==> src/rtl/mem_pkg.sv <==
// Shared definitions for the data memory front end.
//   - state_t   : controller FSM encoding (2 bits)
//   - ADDR_W    : byte address width
//   - DATA_W    : data width
//   - MEM_DEPTH : number of addressable bytes; higher addresses fault
//   - PARK_ADDR : idle address driven to the memory (outside the array)
package mem_pkg;

  localparam int ADDR_W    = 8;
  localparam int DATA_W    = 8;
  localparam int MEM_DEPTH = 32;

  localparam logic [ADDR_W-1:0] PARK_ADDR = 8'hFF;

  typedef enum logic [1:0] {
    ST_IDLE  = 2'd0,
    ST_ISSUE = 2'd1,
    ST_HOLD  = 2'd2,
    ST_RESP  = 2'd3
  } state_t;

  // True when the byte address maps onto a real memory location.
  function automatic logic addr_in_range(input logic [ADDR_W-1:0] addr);
    return addr < ADDR_W'(MEM_DEPTH);
  endfunction

endpackage

==> src/rtl/data_mem_ctrl.sv <==
// Request/response front end for the 32-byte data memory.
// Accepts one load or store at a time, drives the memory address/strobe
// sequence (park -> target with strobe -> target without strobe -> park),
// and returns read data or an address fault.
//
// Ports:
//   CLK, RST              clock, synchronous active-high reset
//   REQ_VALID/REQ_READY   request handshake; REQ_WRITE/REQ_ADDR/REQ_WDATA payload
//   RESP_VALID/RESP_READY response handshake; RESP_RDATA/RESP_ERR payload
//   MEM_READ/MEM_WRITE    memory strobes
//   MEM_ADDR/MEM_WDATA    memory address and write data
//   MEM_RDATA             memory read data
//   ERR_CNT               saturating count of faulted requests
//   DBG_STATE             current FSM state (mem_pkg::state_t encoding)
//
// Handshake semantics (both channels): a transfer happens on a rising edge
// where valid and ready are both high; the sender holds its payload stable
// and keeps valid asserted until that edge.
module data_mem_ctrl
  import mem_pkg::*;
(
  input  logic              CLK,
  input  logic              RST,
  input  logic              REQ_VALID,
  output logic              REQ_READY,
  input  logic              REQ_WRITE,
  input  logic [ADDR_W-1:0] REQ_ADDR,
  input  logic [DATA_W-1:0] REQ_WDATA,
  output logic              RESP_VALID,
  input  logic              RESP_READY,
  output logic [DATA_W-1:0] RESP_RDATA,
  output logic              RESP_ERR,
  output logic              MEM_READ,
  output logic              MEM_WRITE,
  output logic [ADDR_W-1:0] MEM_ADDR,
  output logic [DATA_W-1:0] MEM_WDATA,
  input  logic [DATA_W-1:0] MEM_RDATA,
  output logic [7:0]        ERR_CNT,
  output logic [1:0]        DBG_STATE
);

  state_t r_state;
  logic   r_write;

  assign REQ_READY = (r_state == ST_IDLE);
  assign DBG_STATE = r_state;

  always_ff @(posedge CLK) begin
    if (RST) begin
      r_state    <= ST_IDLE;
      r_write    <= 1'b0;
      RESP_VALID <= 1'b0;
      RESP_RDATA <= '0;
      RESP_ERR   <= 1'b0;
      MEM_READ   <= 1'b0;
      MEM_WRITE  <= 1'b0;
      MEM_ADDR   <= PARK_ADDR;
      MEM_WDATA  <= '0;
      ERR_CNT    <= '0;
    end else begin
      case (r_state)
        ST_IDLE: begin
          if (REQ_VALID) begin
            r_write <= REQ_WRITE;
            if (addr_in_range(REQ_ADDR)) begin
              // Address and strobe move together: the park->target change
              // is the event the memory acts on. MEM_ADDR/MEM_WDATA double
              // as the request latches for the rest of the access.
              r_state   <= ST_ISSUE;
              MEM_ADDR  <= REQ_ADDR;
              MEM_READ  <= ~REQ_WRITE;
              MEM_WRITE <= REQ_WRITE;
              if (REQ_WRITE) begin
                MEM_WDATA <= REQ_WDATA;
              end
            end else begin
              r_state    <= ST_RESP;
              RESP_VALID <= 1'b1;
              RESP_ERR   <= 1'b1;
              RESP_RDATA <= '0;
              if (ERR_CNT != 8'hFF) begin
                ERR_CNT <= ERR_CNT + 8'd1;
              end
            end
          end
        end

        ST_ISSUE: begin
          // Strobes drop while the address is held, so parking later
          // cannot be mistaken for a new access.
          r_state   <= ST_HOLD;
          MEM_READ  <= 1'b0;
          MEM_WRITE <= 1'b0;
        end

        ST_HOLD: begin
          r_state    <= ST_RESP;
          RESP_VALID <= 1'b1;
          RESP_ERR   <= 1'b0;
          RESP_RDATA <= r_write ? '0 : MEM_RDATA;
          MEM_ADDR   <= PARK_ADDR;
        end

        ST_RESP: begin
          if (RESP_READY) begin
            r_state    <= ST_IDLE;
            RESP_VALID <= 1'b0;
          end
        end

        default: r_state <= ST_IDLE;
      endcase
    end
  end

endmodule

==> config.mk <==
export PLATFORM = sky130hd
export DESIGN_NAME = data_mem_ctrl
export DESIGN_NICKNAME = d
export VERILOG_FILES = /design/src/rtl/mem_pkg.sv /design/src/rtl/data_mem_ctrl.sv
export SDC_FILE = /design/constraint.sdc
export NUM_CORES = 1
export LEC_CHECK = 0
export CORE_MARGIN = 4
export CORE_UTILIZATION = 45
export DETAILED_ROUTE_END_ITERATION = 7
export PLACE_DENSITY = 0.88
export SKIP_LAST_GASP = 1
export SYNTH_ARGS = -nofsm -noshare
export SYNTH_HDL_FRONTEND = slang
export SYNTH_SLANG_ARGS = --single-unit
export TNS_END_PERCENT = 1
==> constraint.sdc <==
create_clock -name CLK -period 3.3 [get_ports CLK]
set_input_delay 0.33 -clock CLK [delete_from_list [all_inputs] [get_ports CLK]]
set_output_delay 0.33 -clock CLK [all_outputs]
set_load 0.05 [all_outputs]
==> metrics, run 1 <==
predominant post-synthesis flop cell dfxtp_1; outcome finished, final reports clean; hold slack final about 0.45 ns; CP endpoint kind primary output; initial antenna violation count 0; Crit path arrival time between 2 and 2.5 ns; dpl cells 290; routability cong. approximately 0.73; clock power share 22.6%; Cell Area, Synth 1650 um^2; Hold Crit Class reg2reg; wire length on met2 1980 um; fmax around 420 MHz; Net Sw Frac between 30% and 40%; final hold vios 0; crit path cell chain inv_1, ha_1, clkdlybuf4s50_1; drt drc 0; PwrDens approximately 630 nW/um^2; crit share post-route 72.5%; layout cells sized above 1 5.16%; Chip Height approximately 69 um; CORE AREA between 3000 and 4000 um^2; WS Path Type reg2out; CTS tree yes; first-pass GRT wire length about 6500 um; post-synthesis cell type count 38; WP data required about 3.0 ns; Final Net Count approximately 290; final WL roughly 4000 um; post-layout minimum cycle time approximately 2.4 ns; wire length per cell 13.5 um; antenna viol nets, final 0; maxcap violations 0; multi-input logic area 817 um^2; CP startpoint kind flop; Max stage delay on crit path slightly below 0.9 ns; via count 1530; Sequential Area roughly 780 um^2; Post-synth ARST share 0%; Fillers approximately 280; Worst slew margin between 50% and 60%; Port Buffers 67; Sink Count 39; largest net degree at the start of global routing 22; ant diodes 0; starting density of the core a little under half; Overall Global Routing Usage 18.3%; final setup fails 0; TritonCTS Buffers 5; worst-path fanout max 12; Vias/cell slightly above 5; P_leak roughly 0.95 nW; commonest non-fill, non-tap cell in the layout clkdlybuf4s50_1; net switching power between 600 and 700 uW; Cell Rows 21; final cell count without fillers approximately 300; Clock Latency Late Sink approximately 0.29 ns; Die W roughly 69 um; design internal power slightly above 900 uW; I/O pins a little under 70; area grow syn2layout 48.8%; CTS Buffer Depth 2; Cells after Synth 184; Clock Skew between 0.003 and 0.004 ns; mean post-synth cell area between 8 and 9 um^2; vias in the first global route ~1500; sequential area share after synthesis about 47%; Flop pwr share ~36%; grt ovf 0; combinational share of power between 40% and 50%; Reg clk slew, reported paths about 0.07 ns; final HPWL from detailed placement around 3000 um; Die Area around 4700 um^2; cts hold-fix bufs 0; Post-synth EDFFs 0; YS warnings 0; Synth Register Bits 39; DR top layer met4; first-pass detailed-route iteration total 4; CP top delay family buffers and inverters; Worst Path Buf+Inv 2; Synthesized Nets between 200 and 250; Critical-path top delay cell clkdlybuf4s50_1; CTS root buf clkbuf_8; RSZ-0062 raised after global routing false; Met3 Wirelength about 250 um; Initial DRC Count 54; Fin Setup TNS 0 ns; Final Slew Violations 0; post_cts resized 0; most frequent cells in the layout 67 x clkdlybuf4s50_1, 39 x dfxtp_1, 19 x nor2_1; postcts setup bufs 0; H-tree Lvls 2; Worst-Margin Slew a little under 0.7 ns; Max VDD drop 0.000393 V; met1 WL 1740 um
[stage by stage]
stage | worst slack (ns) | cell area, um^2 | util [%] | power (mW)
floorplan | 0.881 | 1650 | - | 1.02
global placement | 1.14 | 2350 | 68.2 | 1.20
detailed placement | 1.08 | 2350 | 68.2 | 1.22
CTS | 0.913 | 2450 | 71.2 | 1.57
global route | 0.833 | 2450 | 71.2 | 1.64
finish | 0.907 | 2450 | 71.2 | 1.56
[flip-flops by register name, indices dropped and copies added, names as in the netlist, 2 cells and up]
name	flops
RESP_RDATA	8
ERR_CNT	8
MEM_ADDR	8
DBG_STATE	2
MEM_WDATA	8
[path summary, 6_finish.rpt]
kind,start,end,slack (ns),depth (start not counted)
setup / recovery,DBG_STATE[0]$_SDFFE_PP0P_,REQ_READY,0.91,3
hold reg to reg,RESP_RDATA[6]$_SDFFE_PP0P_,RESP_RDATA[6]$_SDFFE_PP0P_,0.45,2
hold / removal,RESP_RDATA[6]$_SDFFE_PP0P_,RESP_RDATA[6]$_SDFFE_PP0P_,0.45,2
setup reg to reg,DBG_STATE[0]$_SDFFE_PP0P_,ERR_CNT[7]$_SDFFE_PP0P_,1.11,6
[synthesized netlist by cell type (all sizes together) (3+ instances only)]
library cell	count	area (um^2)
dfxtp	39	781
a21oi	18	90.1
buf	3	16.3
nor2	19	71.3
o21ai	7	35.0
nand2	13	48.8
nor3	5	25.0
nand3	11	60.1
clkbuf	5	18.8
o22ai	5	31.3
nand2b	11	68.8
inv	4	15.0
mux2i	10	100
or3	4	30.0
ha	5	62.6
nor2b	3	18.8
[power groups by stage]
| stage | Clock [mW] | Combinational [mW] | Sequential [mW] |
|---|---|---|---|
| 2_1_floorplan | 0 | 0.291 | 0.725 |
| 3_3_place_gp | 0 | 0.636 | 0.568 |
| 3_5_place_dp | 0 | 0.645 | 0.571 |
| 4_1_cts | 0.357 | 0.648 | 0.560 |
| 5_1_grt | 0.375 | 0.700 | 0.566 |
| 6_report | 0.351 | 0.645 | 0.560 |
[per-layer routing]
metal	global-route usage [%]	up-vias
li1	-	778
met4	5.96	0
met3	4.38	5
met5	0	-
met2	32.9	48
met1	21.1	699
[tightest hold or removal path: stages (launching register included)]
cell and delay [ns]:
dfxtp_1 0.31, nand2_1 0.05, a21oi_1 0.05
[kinds of logic (layout without fill, tap and decap cells)]
group,count (synthesis),after routing,synth area share [%]
fa+ha+maj,5,5,3.80
mux,10,10,6.07
xor+xnor,2,2,1.06
compound gates,39,39,14.0
flops,39,39,47.4
buf+inv,12,80,3.04
simple gates,77,77,24.6
[cell type report]
| type | instances | share of cell area [%] |
|---|---|---|
| Inverter | 4 | 0.612 |
| Timing Repair Buffer | 68 | 27.7 |
| Multi-Input combinational cell | 133 | 33.3 |
| Clock buffer | 7 | 3.93 |
| Sequential cell | 39 | 31.8 |
| Clock inverter | 1 | 0.306 |
| Tap cell | 46 | 2.35 |
(Power assumes the default switching activity.)
==> run 2: changes to the inputs <==
--- a/config.mk
+++ b/config.mk
@@ -6,9 +6,9 @@
 export NUM_CORES = 1
 export LEC_CHECK = 0
 export CORE_MARGIN = 4
-export CORE_UTILIZATION = 45
+export CORE_UTILIZATION = 42
 export DETAILED_ROUTE_END_ITERATION = 7
-export PLACE_DENSITY = 0.88
+export PLACE_DENSITY = 0.84
 export SKIP_LAST_GASP = 1
 export SYNTH_ARGS = -nofsm -noshare
 export SYNTH_HDL_FRONTEND = slang
==> constraint.sdc (replaced) <==
create_clock -name CLK -period 2.3 [get_ports CLK]
set_input_delay 0.23 -clock CLK [delete_from_list [all_inputs] [get_ports CLK]]
set_output_delay 0.23 -clock CLK [all_outputs]
set_load 0.05 [all_outputs]
==> metrics, run 2 (synthesized netlist as in run 1, its figures left out) <==
final cell count without fillers 304 (was 298); H-tree Lvls 2 (unchanged); Fillers 326 (was 277); Chip Height 70.6 um (was 68.5 um); Fin Setup TNS 0 ns (unchanged); post_cts resized 0 (unchanged); I/O pins 68 (unchanged); final setup fails 0 (unchanged); Crit path arrival time 1.91 ns (was 2.06 ns); final WL 4010 um (was 4020 um); Clock Skew 0.00238 ns (was 0.00391 ns); postcts setup bufs 0 (unchanged); Initial DRC Count 101 (was 54); Die Area 4990 um^2 (was 4690 um^2); dpl cells 296 (was 290); crit share post-route between 90 and 100%; Reg clk slew, reported paths 0.07 ns (about the same); Vias/cell 5.06 (was 5.13); Clock Latency Late Sink 0.28 ns (was 0.29 ns); Hold Crit Class reg2reg (unchanged); via count 1538 (was 1530); Sink Count 39 (unchanged); design internal power 1.30 mW (was 936 uW); CTS root buf clkbuf_8 (unchanged); outcome finished, final reports clean (unchanged); CORE AREA 3720 um^2 (was 3440 um^2); most frequent cells in the layout 67 x clkdlybuf4s50_1, 39 x dfxtp_1, 19 x nor2_1 (unchanged); Final Slew Violations 0 (unchanged); WS Path Type reg2out (unchanged); first-pass detailed-route iteration total 4 (unchanged); area grow syn2layout 49.6% (was 48.8%); Worst-Margin Slew 0.692 ns (was 0.686 ns); CTS Buffer Depth 2 (unchanged); final hold vios 0 (unchanged); PwrDens 887 nW/um^2 (was 635 nW/um^2); vias in the first global route 1423 (was 1508); hold slack final 0.449 ns (was 0.453 ns); Worst slew margin 53.5% (was 54.1%); routability cong. 0.782 (was 0.731); Port Buffers 67 (unchanged); RSZ-0062 raised after global routing false (unchanged); Max VDD drop 0.000407 V (was 0.000393 V); first-pass GRT wire length 6580 um (was 6470 um); combinational share of power 43.6% (was 41.4%); worst-path fanout max 12 (unchanged); grt ovf 0 (unchanged); Net Sw Frac 40.4% (was 39.9%); starting density of the core 44.3% (was 47.9%); final HPWL from detailed placement 2980 um (was 3000 um); Flop pwr share 36.6% (was 36.0%); Overall Global Routing Usage 16.3% (was 18.3%); Cell Rows 22 (was 21); Layout Utilization 66.3% (was 71.2%); P_leak 0.958 nW (was 0.949 nW); Place WS 0.243 ns (was 1.08 ns); largest net degree at the start of global routing 25 (was 22); CP endpoint kind primary output (unchanged); fmax between 400 and 500 MHz; maxcap violations 0 (unchanged); drt drc 0 (unchanged); CTS tree yes (unchanged); clock power share 19.8% (was 22.6%); antenna viol nets, final 0 (unchanged); initial antenna violation count 0 (unchanged); Setup WS post-layout 0.162 ns (was 0.907 ns); net switching power 883 uW (was 621 uW); ant diodes 0 (unchanged); post-layout minimum cycle time 2.14 ns; cts hold-fix bufs 0 (unchanged); TritonCTS Buffers 5 (unchanged); wire length per cell 13.2 um (was 13.5 um); CP startpoint kind flop (unchanged); Final Net Count 289 (was 285); Die W 70.6 um (was 68.5 um); layout cells sized above 1 6.25% (was 5.16%); commonest non-fill, non-tap cell in the layout clkdlybuf4s50_1 (unchanged); WP data required 2.07 ns (was 2.97 ns)
-- run 2: changes by cell type in the layout (fill, tap and decap cells not counted), sizes merged --
cell / previous run / this run
buf: 1 / 5
clkinv: 0 / 1
clkinvlp: 1 / 0
-- run 2: worst max-delay path, cell delays in order, from the launching register on --
cell and delay, ns:
dfxtp_1 0.36, inv_1 0.10, ha_2 0.32, clkdlybuf4s50_1 0.85
-- run 2: layout make-up --
cell class                 count  area, um^2  share of cell area, %
multi-input combinational    133         820                   33.2
sequential                    39         781                   31.7
timing repair buffer          72         708                   28.7
clock buffer                   7        76.3                   3.10
tap                           48        60.1                   2.44
inverter                       4        15.0                  0.609
clock inverter                 1        5.00                  0.203
-- run 2: worst paths after layout --
| path | start | to | slack [ns] | cells past startpoint |
|---|---|---|---|---|
| max | DBG_STATE[0]$_SDFFE_PP0P_ | REQ_READY | 0.16 | 3 |
| min | RESP_RDATA[5]$_SDFFE_PP0P_ | RESP_RDATA[5]$_SDFFE_PP0P_ | 0.45 | 2 |
| max reg2reg | DBG_STATE[0]$_SDFFE_PP0P_ | ERR_CNT[7]$_SDFFE_PP0P_ | 0.27 | 6 |
| min reg2reg | RESP_RDATA[5]$_SDFFE_PP0P_ | RESP_RDATA[5]$_SDFFE_PP0P_ | 0.45 | 2 |
-- run 2: stage by stage --
stage	total power, mW	area, um^2
global placement	1.75	2380
global route	2.31	2460
detailed placement	1.77	2380
CTS	2.21	2460
floorplan	1.46	1650
finish	2.19	2460
-- run 2: per-layer routing --
layer | GRT usage (%) | up-vias | routed length, um
met1 | 19.9 | 691 | 1850
met2 | 26.2 | 48 | 1830
met5 | 0 | - | 0
met3 | 6.96 | 5 | 289
li1 | - | 794 | -
met4 | 5.22 | 0 | 46
-- run 2: power groups by stage --
stage / clock [mW] / sequential (mW) / combinational, mW
2_1_floorplan: 0 / 1.04 / 0.423
3_3_place_gp: 0 / 0.814 / 0.936
3_5_place_dp: 0 / 0.816 / 0.954
4_1_cts: 0.446 / 0.801 / 0.958
5_1_grt: 0.481 / 0.812 / 1.01
6_report: 0.434 / 0.800 / 0.953
